[src/rtl/matmul_pkg.sv]
// Shared constants, state encoding and address helper for the pair engine.
// Used by the engine, its MAC lanes, and the RAM/result-store blocks.
package matmul_pkg;
  localparam int N    = 8;
  localparam int DW   = 8;
  localparam int AW   = 8;
  localparam int IW   = $clog2(N);
  localparam int ACCW = 2*DW + IW;

  localparam logic [IW-1:0] LAST_I = IW'(N-1);
  localparam logic [IW-1:0] LAST_J = IW'(N-2);
  localparam logic [IW-1:0] LAST_K = IW'(N-1);

  typedef enum logic [2:0] {
    IDLE, RUN, DRAIN, OUT, DONE
  } state_e;

  // Row-major RAM address of element (r, c).
  function automatic logic [AW-1:0] rc_addr(
    input logic [IW-1:0] r,
    input logic [IW-1:0] c
  );
    return AW'(r) * AW'(N) + AW'(c);
  endfunction
endpackage

[src/rtl/matmul_pair_engine_mac_lane.sv]
// One signed multiply-accumulate lane: load on first term, add afterwards.
// Ports: clk, rst_n, en, load, a, b in; acc out (ACCW signed).
module mac_lane
  import matmul_pkg::*;
(
  input  logic                   clk,
  input  logic                   rst_n,
  input  logic                   en,
  input  logic                   load,
  input  logic signed [DW-1:0]   a,
  input  logic signed [DW-1:0]   b,
  output logic signed [ACCW-1:0] acc
);
  logic signed [2*DW-1:0] prod;
  logic signed [ACCW-1:0] prod_x;
  logic signed [ACCW-1:0] acc_d;
  logic signed [ACCW-1:0] acc_q;

  assign prod   = a * b;
  assign prod_x = ACCW'(prod);

  always_comb begin
    acc_d = acc_q;
    if (en) begin
      acc_d = load ? prod_x : acc_q + prod_x;
    end
  end

  always_ff @(posedge clk or negedge rst_n) begin
    if (!rst_n) acc_q <= '0;
    else        acc_q <= acc_d;
  end

  assign acc = acc_q;
endmodule

[src/rtl/matmul_pair_engine.sv]
// C = A x B engine producing C[i][j], C[i][j+1] per pass over k.
// Ports: start/busy/done control, A and dual B read ports, c_* valid/ready output.
module matmul_pair_engine
  import matmul_pkg::*;
(
  input  logic                   clk,
  input  logic                   rst_n,
  input  logic                   start,
  output logic                   busy,
  output logic                   done,
  output logic [AW-1:0]          a_addr,
  input  logic signed [DW-1:0]   a_data,
  output logic [AW-1:0]          b_addr1,
  output logic [AW-1:0]          b_addr2,
  input  logic signed [DW-1:0]   b_data1,
  input  logic signed [DW-1:0]   b_data2,
  output logic                   c_valid,
  input  logic                   c_ready,
  output logic [IW-1:0]          c_row,
  output logic [IW-1:0]          c_col,
  output logic signed [ACCW-1:0] c_data0,
  output logic signed [ACCW-1:0] c_data1
);
  state_e        state_q, state_d;
  logic [IW-1:0] i_q, i_d;
  logic [IW-1:0] j_q, j_d;
  logic [IW-1:0] k_q, k_d;
  logic [AW-1:0] a_addr_q, a_addr_d;
  logic [AW-1:0] b1_q, b1_d;
  logic [AW-1:0] b2_q, b2_d;
  logic          busy_q, busy_d;
  logic          done_q, done_d;
  logic          vld_q, vld_d;
  logic          en_q, en_d;
  logic          ld_q, ld_d;

  always_comb begin
    state_d  = state_q;
    i_d      = i_q;
    j_d      = j_q;
    k_d      = k_q;
    busy_d   = busy_q;
    done_d   = 1'b0;
    vld_d    = vld_q;
    // RAM data for the k on the address bus lands next cycle.
    en_d     = (state_q == RUN);
    ld_d     = (state_q == RUN) && (k_q == '0);
    unique case (state_q)
      IDLE: begin
        if (start) begin
          state_d = RUN;
          busy_d  = 1'b1;
          i_d     = '0;
          j_d     = '0;
          k_d     = '0;
        end
      end
      RUN: begin
        if (k_q == LAST_K) state_d = DRAIN;
        else               k_d     = k_q + IW'(1);
      end
      DRAIN: begin
        state_d = OUT;
        vld_d   = 1'b1;
      end
      OUT: begin
        if (c_ready) begin
          vld_d = 1'b0;
          if (i_q == LAST_I && j_q == LAST_J) begin
            state_d = DONE;
            busy_d  = 1'b0;
            done_d  = 1'b1;
          end else begin
            state_d = RUN;
            k_d     = '0;
            if (j_q == LAST_J) begin
              j_d = '0;
              i_d = i_q + IW'(1);
            end else begin
              j_d = j_q + IW'(2);
            end
          end
        end
      end
      DONE: state_d = IDLE;
      default: state_d = IDLE;
    endcase
    a_addr_d = a_addr_q;
    b1_d     = b1_q;
    b2_d     = b2_q;
    // Addresses move only while issuing; they freeze otherwise.
    if (state_d == RUN) begin
      a_addr_d = rc_addr(i_d, k_d);
      b1_d     = rc_addr(k_d, j_d);
      b2_d     = rc_addr(k_d, j_d + IW'(1));
    end
  end

  always_ff @(posedge clk or negedge rst_n) begin
    if (!rst_n) begin
      state_q  <= IDLE;
      i_q      <= '0;
      j_q      <= '0;
      k_q      <= '0;
      a_addr_q <= '0;
      b1_q     <= '0;
      b2_q     <= '0;
      busy_q   <= 1'b0;
      done_q   <= 1'b0;
      vld_q    <= 1'b0;
      en_q     <= 1'b0;
      ld_q     <= 1'b0;
    end else begin
      state_q  <= state_d;
      i_q      <= i_d;
      j_q      <= j_d;
      k_q      <= k_d;
      a_addr_q <= a_addr_d;
      b1_q     <= b1_d;
      b2_q     <= b2_d;
      busy_q   <= busy_d;
      done_q   <= done_d;
      vld_q    <= vld_d;
      en_q     <= en_d;
      ld_q     <= ld_d;
    end
  end

  mac_lane u_lane0 (
    .clk   (clk),
    .rst_n (rst_n),
    .en    (en_q),
    .load  (ld_q),
    .a     (a_data),
    .b     (b_data1),
    .acc   (c_data0)
  );

  mac_lane u_lane1 (
    .clk   (clk),
    .rst_n (rst_n),
    .en    (en_q),
    .load  (ld_q),
    .a     (a_data),
    .b     (b_data2),
    .acc   (c_data1)
  );

  assign busy    = busy_q;
  assign done    = done_q;
  assign c_valid = vld_q;
  assign a_addr  = a_addr_q;
  assign b_addr1 = b1_q;
  assign b_addr2 = b2_q;
  assign c_row   = i_q;
  assign c_col   = j_q;
endmodule

[config.mk]
export PLATFORM = sky130hd
export DESIGN_NAME = matmul_pair_engine
export DESIGN_NICKNAME = d
export VERILOG_FILES = /design/src/rtl/matmul_pkg.sv /design/src/rtl/matmul_pair_engine_mac_lane.sv /design/src/rtl/matmul_pair_engine.sv
export SDC_FILE = /design/constraint.sdc
export NUM_CORES = 1
export LEC_CHECK = 0
export ABC_AREA = 1
export BUFFER_PORTS_ARGS = -buffer_cell sky130_fd_sc_hd__buf_2
export CAP_MARGIN = 20
export CORE_MARGIN = 4
export CORE_UTILIZATION = 67
export DETAILED_ROUTE_END_ITERATION = 10
export PLACE_DENSITY = 0.95
export SETUP_SLACK_MARGIN = 0.15
export SLEW_MARGIN = 0
export SYNTH_ARGS = -nofsm -noshare
export SYNTH_HDL_FRONTEND = slang
export SYNTH_SLANG_ARGS = --single-unit
export TNS_END_PERCENT = 100
[constraint.sdc]
create_clock -name clk -period 5.53 [get_ports clk]
set_input_delay 0.2765 -clock clk [delete_from_list [all_inputs] [get_ports clk]]
set_output_delay 0.2765 -clock clk [all_outputs]
set_load 0.02 [all_outputs]
Yosys cells after proc, flatten, opt, wreduce, memory -nomap -nowiden. Cells that the tools add are included.

Register bits after elaboration: 79. Input port bits: 28.

$add $sub $neg: 9. $mul: 2. Equal/unequal tests: 10. Multiplexer cells: 31. Reductions and logical operators: 8.

Operator list (count): 3-bit two-way mux (16); 19-bit by 16-bit adder with 19-bit output (2); 19-bit two-way mux (2); 8-bit by 8-bit multiplier with 16-bit output (2); 6-bit by 3-bit adder with 7-bit output (3); 3-bit case mux with 2 select lines (2); 3-bit case mux with 4 select lines (1); 3-bit by 1-bit adder with 3-bit output (second input constant) (3); 3-bit == test (second input constant) (3); 3-bit case mux with 3 select lines (1); 1-bit two-way mux (7); 3-bit by 1-bit == test with 1-bit output (second input constant) (2); 3-bit by 2-bit == test with 1-bit output (second input constant) (2); 3-bit zero test (2); 2-bit inequality test (second input constant) (3); 1-bit case mux with 2 select lines (2); 4-bit AND reduction (1); 2-bit nonzero test (2); 3-bit by 2-bit adder with 3-bit output (second input constant) (1); 1-bit logical AND (2); 2-bit AND reduction (1).

Longest topological paths before layout. Gate-level depths: netlist (run 1).

Depth after elaboration: 7. Mapped depth: 36.

Modules after synthesis. Synthesis (run 1) repeated with hierarchy kept, for this count alone.

Cell total of the unflattened synthesis: 1601. Area, all modules: 11030.6 um2.

By module, submodules not included: mac_lane at u_lane0 (times used 1, cells an instance 716, area an instance 4785.8 um2, sequential area each 475.5 um2); mac_lane at u_lane1 (times used 1, cells an instance 709, area an instance 4738.3 um2, sequential area each 475.5 um2); matmul_pair_engine (times used 1, cells an instance 176, area an instance 1506.4 um2, sequential area each 725.7 um2).

Worst setup path before layout (run 1). OpenSTA, ideal clock, no wires.

Path type: input-to-reg. Start: input port a_data[1]. End: register u_lane0.acc_q[18], in the netlist u_lane0.acc[18]. Library setup time: 0.118 ns. Arrival: 5.175 ns. Slack: 0.237 ns. Stages on the path: 31. Buffers on the path: 2. Path through: clkbuf_1 -> clkbuf_1 -> nand2_1 -> fa_1 -> fa_1 -> inv_1 -> fa_1 -> inv_1 -> fa_1 -> inv_1 -> ha_1 -> a21oi_1 -> nand2_1 -> nand2_1 -> nand2_1 -> nand2_1 -> nand3_1 -> nand2_1 -> inv_1 -> ha_1 -> nand2_1 -> nor2_1 -> nand2_1 -> nor2_1 -> nand2_1 -> nand3_1 -> nand2_1 -> nand3_1 -> nand2_1 -> nand3_1 -> nand2_1.

Longest elaborated chain between the ends: 3.

RTL lines: start, declared (RTL line matmul_pair_engine.sv:12) `input logic signed [DW-1:0] a_data,`; 8-bit by 8-bit multiplier with 16-bit output * (RTL line matmul_pair_engine_mac_lane.sv:19) `assign prod = a * b;`; 19-bit by 16-bit adder with 19-bit output (RTL line matmul_pair_engine_mac_lane.sv:25) `acc_d = load ? prod_x : acc_q + prod_x;`; 19-bit two-way mux * (RTL line matmul_pair_engine_mac_lane.sv:25); end signal, assigned (RTL line matmul_pair_engine_mac_lane.sv:30) `if (!rst_n) acc_q <= '0;`; end signal, assigned (RTL line matmul_pair_engine_mac_lane.sv:31) `else acc_q <= acc_d;`; end, declared (RTL line matmul_pair_engine_mac_lane.sv:17) `logic signed [ACCW-1:0] acc_q;`.

Every way passes the cells marked *; elsewhere a longest branch is shown, timed or not. A chain may end at the register's enable or synchronous reset.

Worst setup path after layout (run 1).
Start: input port a_data[4]. End: register u_lane0.acc_q[18], in the netlist u_lane0.acc[18].

The elaborated chain is that of the path after synthesis.

==> metrics, run 1 <==
Starting Density=68.25%; H-tree depth=3; final hold violation count=0; CP Max Fanout=14; die extent in x=between 100 and 150 um; area of the mapped netlist=10,840 um2; Pre-Repair DR Iteration Count=6; family with the most delay on the worst path=adder cells; row count=46; # IOs=99; CP max-delay cell=fa_1; worst path required time=5750 ps; Slew Limit Fails=0; min Tclk post-route=between 5000 and 6000 ps; placed inst area=11,510 um2; Seq cells post-synth=67; Fin Clk Skew=11.83 ps; GP Congestion=0.9955; fin crit share=a little over nine tenths; worst slew pin tran=roughly 900 ps; vias in the first global route=between 10,000 and 15,000; Syn Area/Cell=6.819 um2; Post-synth EDFFs=0; asr flop ratio synth=100.0%; Max-Cap Viols=0; core footprint=15,890 um2; DRT iter0 DRCs=975; final WL=29.46 mm; gr usage total=31.91%; TritonCTS clock tree=done; synth unique cells=44; via count=10,610; Fmax=0.1893 GHz; register clock-pin slew on the reported worst setup and hold paths=60 ps; CTS Sinks=67; final worst slack=246.1 ps; synthesized instance count=1,590; DP Wirelength=22.18 mm; post-synthesis to final-layout area growth=11.55%; data arrival time of the critical path=between 5000 and 6000 ps; Remaining DRCs=0; later-pin clock latency in the skew report=340 ps; commonest non-fill, non-tap cell in the layout=nand2_1; chip height=135.2 um; most frequent cells in the layout=nand2_1 (456), inv_1 (370), fa_1 (111); Clock Tree Buf Depth=2; post-synthesis sequential area ratio=roughly 15%; drt wl/cell=15.59 um; largest net degree at the start of global routing=68; Routed Antenna Nets=0; CTS root buf=clkbuf_16; Post-Route Utilization=76.13%; path type of the worst setup path=primary input to flip-flop; cell mode on critical path=nand2_1; pre-CTS WS=-107.0 ps; ys flop type=dfrtp_1; vias per cell=5.615; yosys warns=0; crit path buf inv count=7; HP Class=primary input to async pin; Port Buffers=92; ANT cells=0; first-pass GRT wire length=between 40 and 50 mm; share of layout cells above drive strength 1=12.19%; relative slew slack=38.59%; Hold Slack=138.7 ps; Worst setup EP type=flip-flop; Num CTS Buffers=9; post-route cell area=about 12,000 um2; FILL cells=1,124; die area=18,280 um2; final number of setup-violating endpoints=0; startpoint types=primary input; # nets final=about 1,900; initial antenna violation count=0; status=completed; GRT overflow=0; RSZ-0062 raised after global routing=true; Worst path max stage delay=550 ps
-- cell type report --
type	instances	area, um2	share of cell area, %
Multi-Input combinational cell	1090	7750	64.08
Sequential cell	67	1677	13.86
Inverter	382	1434	11.86
Timing Repair Buffer	119	693.2	5.731
Tap cell	216	270.3	2.235
Clock buffer	10	229.0	1.893
Clock inverter	5	41.29	0.3414
-- synth_stat cells, types with 5 or more instances --
library cell / number / share of area, %
inv_2: 7 / 0.24
o21bai_1: 5 / 0.35
a31oi_1: 8 / 0.46
nand3_1: 73 / 3.4
dfrtp_1: 67 / 15
ha_1: 103 / 12
nor2_1: 89 / 3.1
inv_1: 374 / 13
xnor2_1: 10 / 0.81
xor2_1: 17 / 1.4
nor3_1: 6 / 0.28
o21ai_0: 41 / 1.9
a21oi_1: 85 / 3.9
fa_1: 112 / 21
nand3b_1: 12 / 0.83
a21o_1: 6 / 0.42
o21ai_1: 6 / 0.28
nand2_1: 463 / 16
buf_4: 12 / 0.83
o211ai_1: 5 / 0.35
clkbuf_1: 38 / 1.3
nand4_1: 13 / 0.75
-- path summary, 6_finish.rpt --
path / start / end / slack (ps) / depth (start not counted)
worst min-delay path: rst_n / u_lane1.acc[16] / 140 / 2
min in group clk: c_ready / state_q[2] / 260 / 3
worst max register to register: u_lane0.acc[0] / u_lane0.acc[8] / 3080 / 10
max in group asynchronous: rst_n / u_lane1.acc[11] / 4820 / 2
worst min register to register: b_addr2[1] / b_addr2[1] / 480 / 2
worst max-delay path: a_data[4] / u_lane0.acc[18] / 250 / 30
-- cells by family (layout without fill, tap and decap cells) --
group                    Yosys count  count (layout)  share of synthesized area [%]
flip-flops                        67              67                          15.46
buffers and inverters            438             516                          15.66
multiplexers                       1               1                         0.1039
AO/OA/AOI/OAI                    164             164                          8.263
other                              1               6                        0.03459
AND/OR/NAND/NOR                  677             677                          25.72
adder cells (fa/ha/maj)          215             215                          32.57
XOR/XNOR                          27              27                          2.181
-- per-layer routing --
| metal | wire length, um | track usage [%] | part of all wire, % | vias to the layer above |
|---|---|---|---|---|
| met5 | 0 | 0 | 0 | - |
| met4 | 1579 | 15.01 | 5.4 | 0 |
| met3 | 2224 | 4.866 | 7.5 | 158 |
| met2 | 14930 | 57.77 | 51 | 565 |
| met1 | 10730 | 37.05 | 36 | 4959 |
| li1 | - | - | - | 4925 |
-- state kept, by name, indices dropped and copies added (netlist names) --
name         flops
a_addr           4
b_addr1          3
b_addr2          5
busy             1
c_col            3
c_row            3
c_valid          1
done             1
en_q             1
k_q              3
ld_q             1
state_q          3
u_lane0.acc     19
u_lane1.acc     19
-- timing repair --
action,4_1_cts,5_1_grt
pin swaps,0,7
gates resized for setup,1,61
hold buffers,0,0
endpoints found under the setup margin,1,14
gates cloned,0,0
setup buffers,0,4
-- metrics by stage --
stage	instances	TNS (ps)
2_1_floorplan	1595	0
3_3_place_gp	1870	0
3_5_place_dp	1870	-248.0
4_1_cts	1885	0
5_1_grt	1889	-32.00
6_report	1889	0
Power of run 1 is left out: the tool's default activity adds up to more than one toggle a clock period on the data nets, which glitch-free logic cannot reach.
==> run 2, diff against run 1 <==
Settings changed: CORE_UTILIZATION 67 to 63, PLACE_DENSITY 0.95 to 0.94.
Clock period 5.53 ns to 5.45 ns, I/O delays scaled along.
==> metrics, run 2 (synthesis gave the netlist of run 1 again) <==
status=completed (unchanged); gr usage total=28.60% (was 31.91%); drt wl/cell=15.12 um (was 15.59 um); Fin Clk Skew=5.478 ps (was 11.83 ps); met3 Track Usage GR=3.828% (was 4.866%); chip height=139.2 um (was 135.2 um); DRT iter0 DRCs=822 (was 975); most used routing layer=met2 (unchanged); vias per cell=5.488 (was 5.615); final WL=28.74 mm (was 29.46 mm); worst slew pin tran=1009 ps (was 915.5 ps); Worst setup EP type=flip-flop (unchanged); Final TNS setup=0 ps (unchanged); vias in the first global route=10,580 (was 10,800); Max-Cap Viols=0 (unchanged); Pre-Repair DR Iteration Count=5 (was 6); Port Buffers=92 (unchanged); core footprint=16,700 um2 (was 15,890 um2); register clock-pin slew on the reported worst setup and hold paths=60 ps (about the same); largest net degree at the start of global routing=68 (unchanged); DP Wirelength=21.32 mm (was 22.18 mm); family with the most delay on the worst path=adder cells (unchanged); FILL cells=1,195 (was 1,124); placed inst area=11,550 um2 (was 11,510 um2); CP Max Fanout=16 (was 14); RSZ-0062 raised after global routing=true (unchanged); die area=19,370 um2 (was 18,280 um2); Remaining DRCs=0 (unchanged); H-tree depth=3 (unchanged); share of layout cells above drive strength 1=12.79% (was 12.19%); crit path buf inv count=8 (was 7); GRT overflow=0 (unchanged); most frequent cells in the layout=nand2_1 (452), inv_1 (369), fa_1 (111) (was nand2_1 (456), inv_1 (370), fa_1 (111)); relative slew slack=32.32% (was 38.59%); Slew Limit Fails=0 (unchanged); final number of setup-violating endpoints=0 (unchanged); Num CTS Buffers=9 (unchanged); ANT cells=0 (unchanged); dpl cells=1,879 (was 1,870); HP Class=primary input to async pin (unchanged); Hold Slack=123.6 ps (was 138.7 ps); initial antenna violation count=0 (unchanged); met2 Use GR=52.16% (was 57.77%); CTS Sinks=67 (unchanged); via count=10,430 (was 10,610); final hold violation count=0 (unchanged); data arrival time of the critical path=5320 ps (was 5500 ps); row count=47 (was 46); # nets final=1,919 (was 1,912); die extent in x=139.2 um (was 135.2 um); post-synthesis to final-layout area growth=12.68% (was 11.55%); Routed Antenna Nets=0 (unchanged); final cell count without fillers=1,901 (was 1,889); first-pass GRT wire length=46.78 mm (was 47.69 mm); fin crit share=about 93%; worst path required time=5680 ps (was 5750 ps); GR Util met1=34.37% (was 37.05%); post-route cell area=12,220 um2 (was 12,090 um2); # IOs=99 (unchanged); CP max-delay cell=fa_1 (unchanged); CTS root buf=clkbuf_16 (unchanged); TritonCTS clock tree=done (unchanged); hold buffers post-CTS=0 (unchanged); Fmax=0.1964 GHz; Worst path max stage delay=590 ps (was 550 ps); Clock Tree Buf Depth=2 (unchanged); path type of the worst setup path=primary input to flip-flop (unchanged); Starting Density=64.92% (was 68.25%); GP Congestion=0.9541 (was 0.9955); min Tclk post-route=roughly 5100 ps; commonest non-fill, non-tap cell in the layout=nand2_1 (unchanged); later-pin clock latency in the skew report=340 ps (about the same); startpoint types=primary input (unchanged)
[run 2: cell count changes in the layout (fill, tap and decap cells not counted), sizes merged]
cell	previous run	this run
buf	115	121
clkinv	4	2
inv	381	386
clkinvlp	2	0
bufinv	0	1
[run 2: worst reg2reg max path, cell delays in order (launching register included)]
cell and delay (ps):
dfrtp_1 320, buf_4 450, clkinv_1 960, a21oi_1 610, a21oi_1 130
[run 2: cell type report]
type / count / area (um2) / area share [%]
clock buffers: 9 / 225.2 / 1.844
clock inverters: 7 / 81.33 / 0.6657
inverters: 382 / 1434 / 11.74
multi-input cells: 1090 / 7769 / 63.59
flip-flops and latches: 67 / 1677 / 13.72
well taps: 220 / 275.3 / 2.253
repair buffers: 126 / 755.7 / 6.186
[run 2: stage by stage]
step	setup WS (ps)	util [%]
2_1_floorplan	160.6	-
3_3_place_gp	17.85	69.19
3_5_place_dp	-84.44	69.19
4_1_cts	256.2	71.02
5_1_grt	95.42	73.15
6_report	357.9	73.15
[run 2: final timing paths]
kind,startpoint,to,slack (ps),depth (start not counted)
worst max-delay path,a_data[7],u_lane0.acc[13],360,27
worst min-delay path,rst_n,u_lane1.acc[11],120,2
worst max register to register,en_q,u_lane1.acc[15],2840,4
worst min register to register,b_addr2[1],b_addr2[1],480,2
max in group asynchronous,rst_n,u_lane0.acc[2],4760,2
min in group clk,c_ready,state_q[2],250,3
[run 2: metal layers]
metal  vias to the layer above  part of all wire [%]  wire length [um]
li1                       4929                     -                 -
met4                         0                   4.2              1196
met5                         -                     0                 0
met3                       122                   6.9              1993
met2                       500                    51             14590
met1                      4882                    38             10960
[run 2: timing repair]
action	4_1_cts	5_1_grt
setup buffers	0	6
gates resized for setup	0	70
setup endpoints to repair	0	15
Power of run 2 is left out for the same reason.
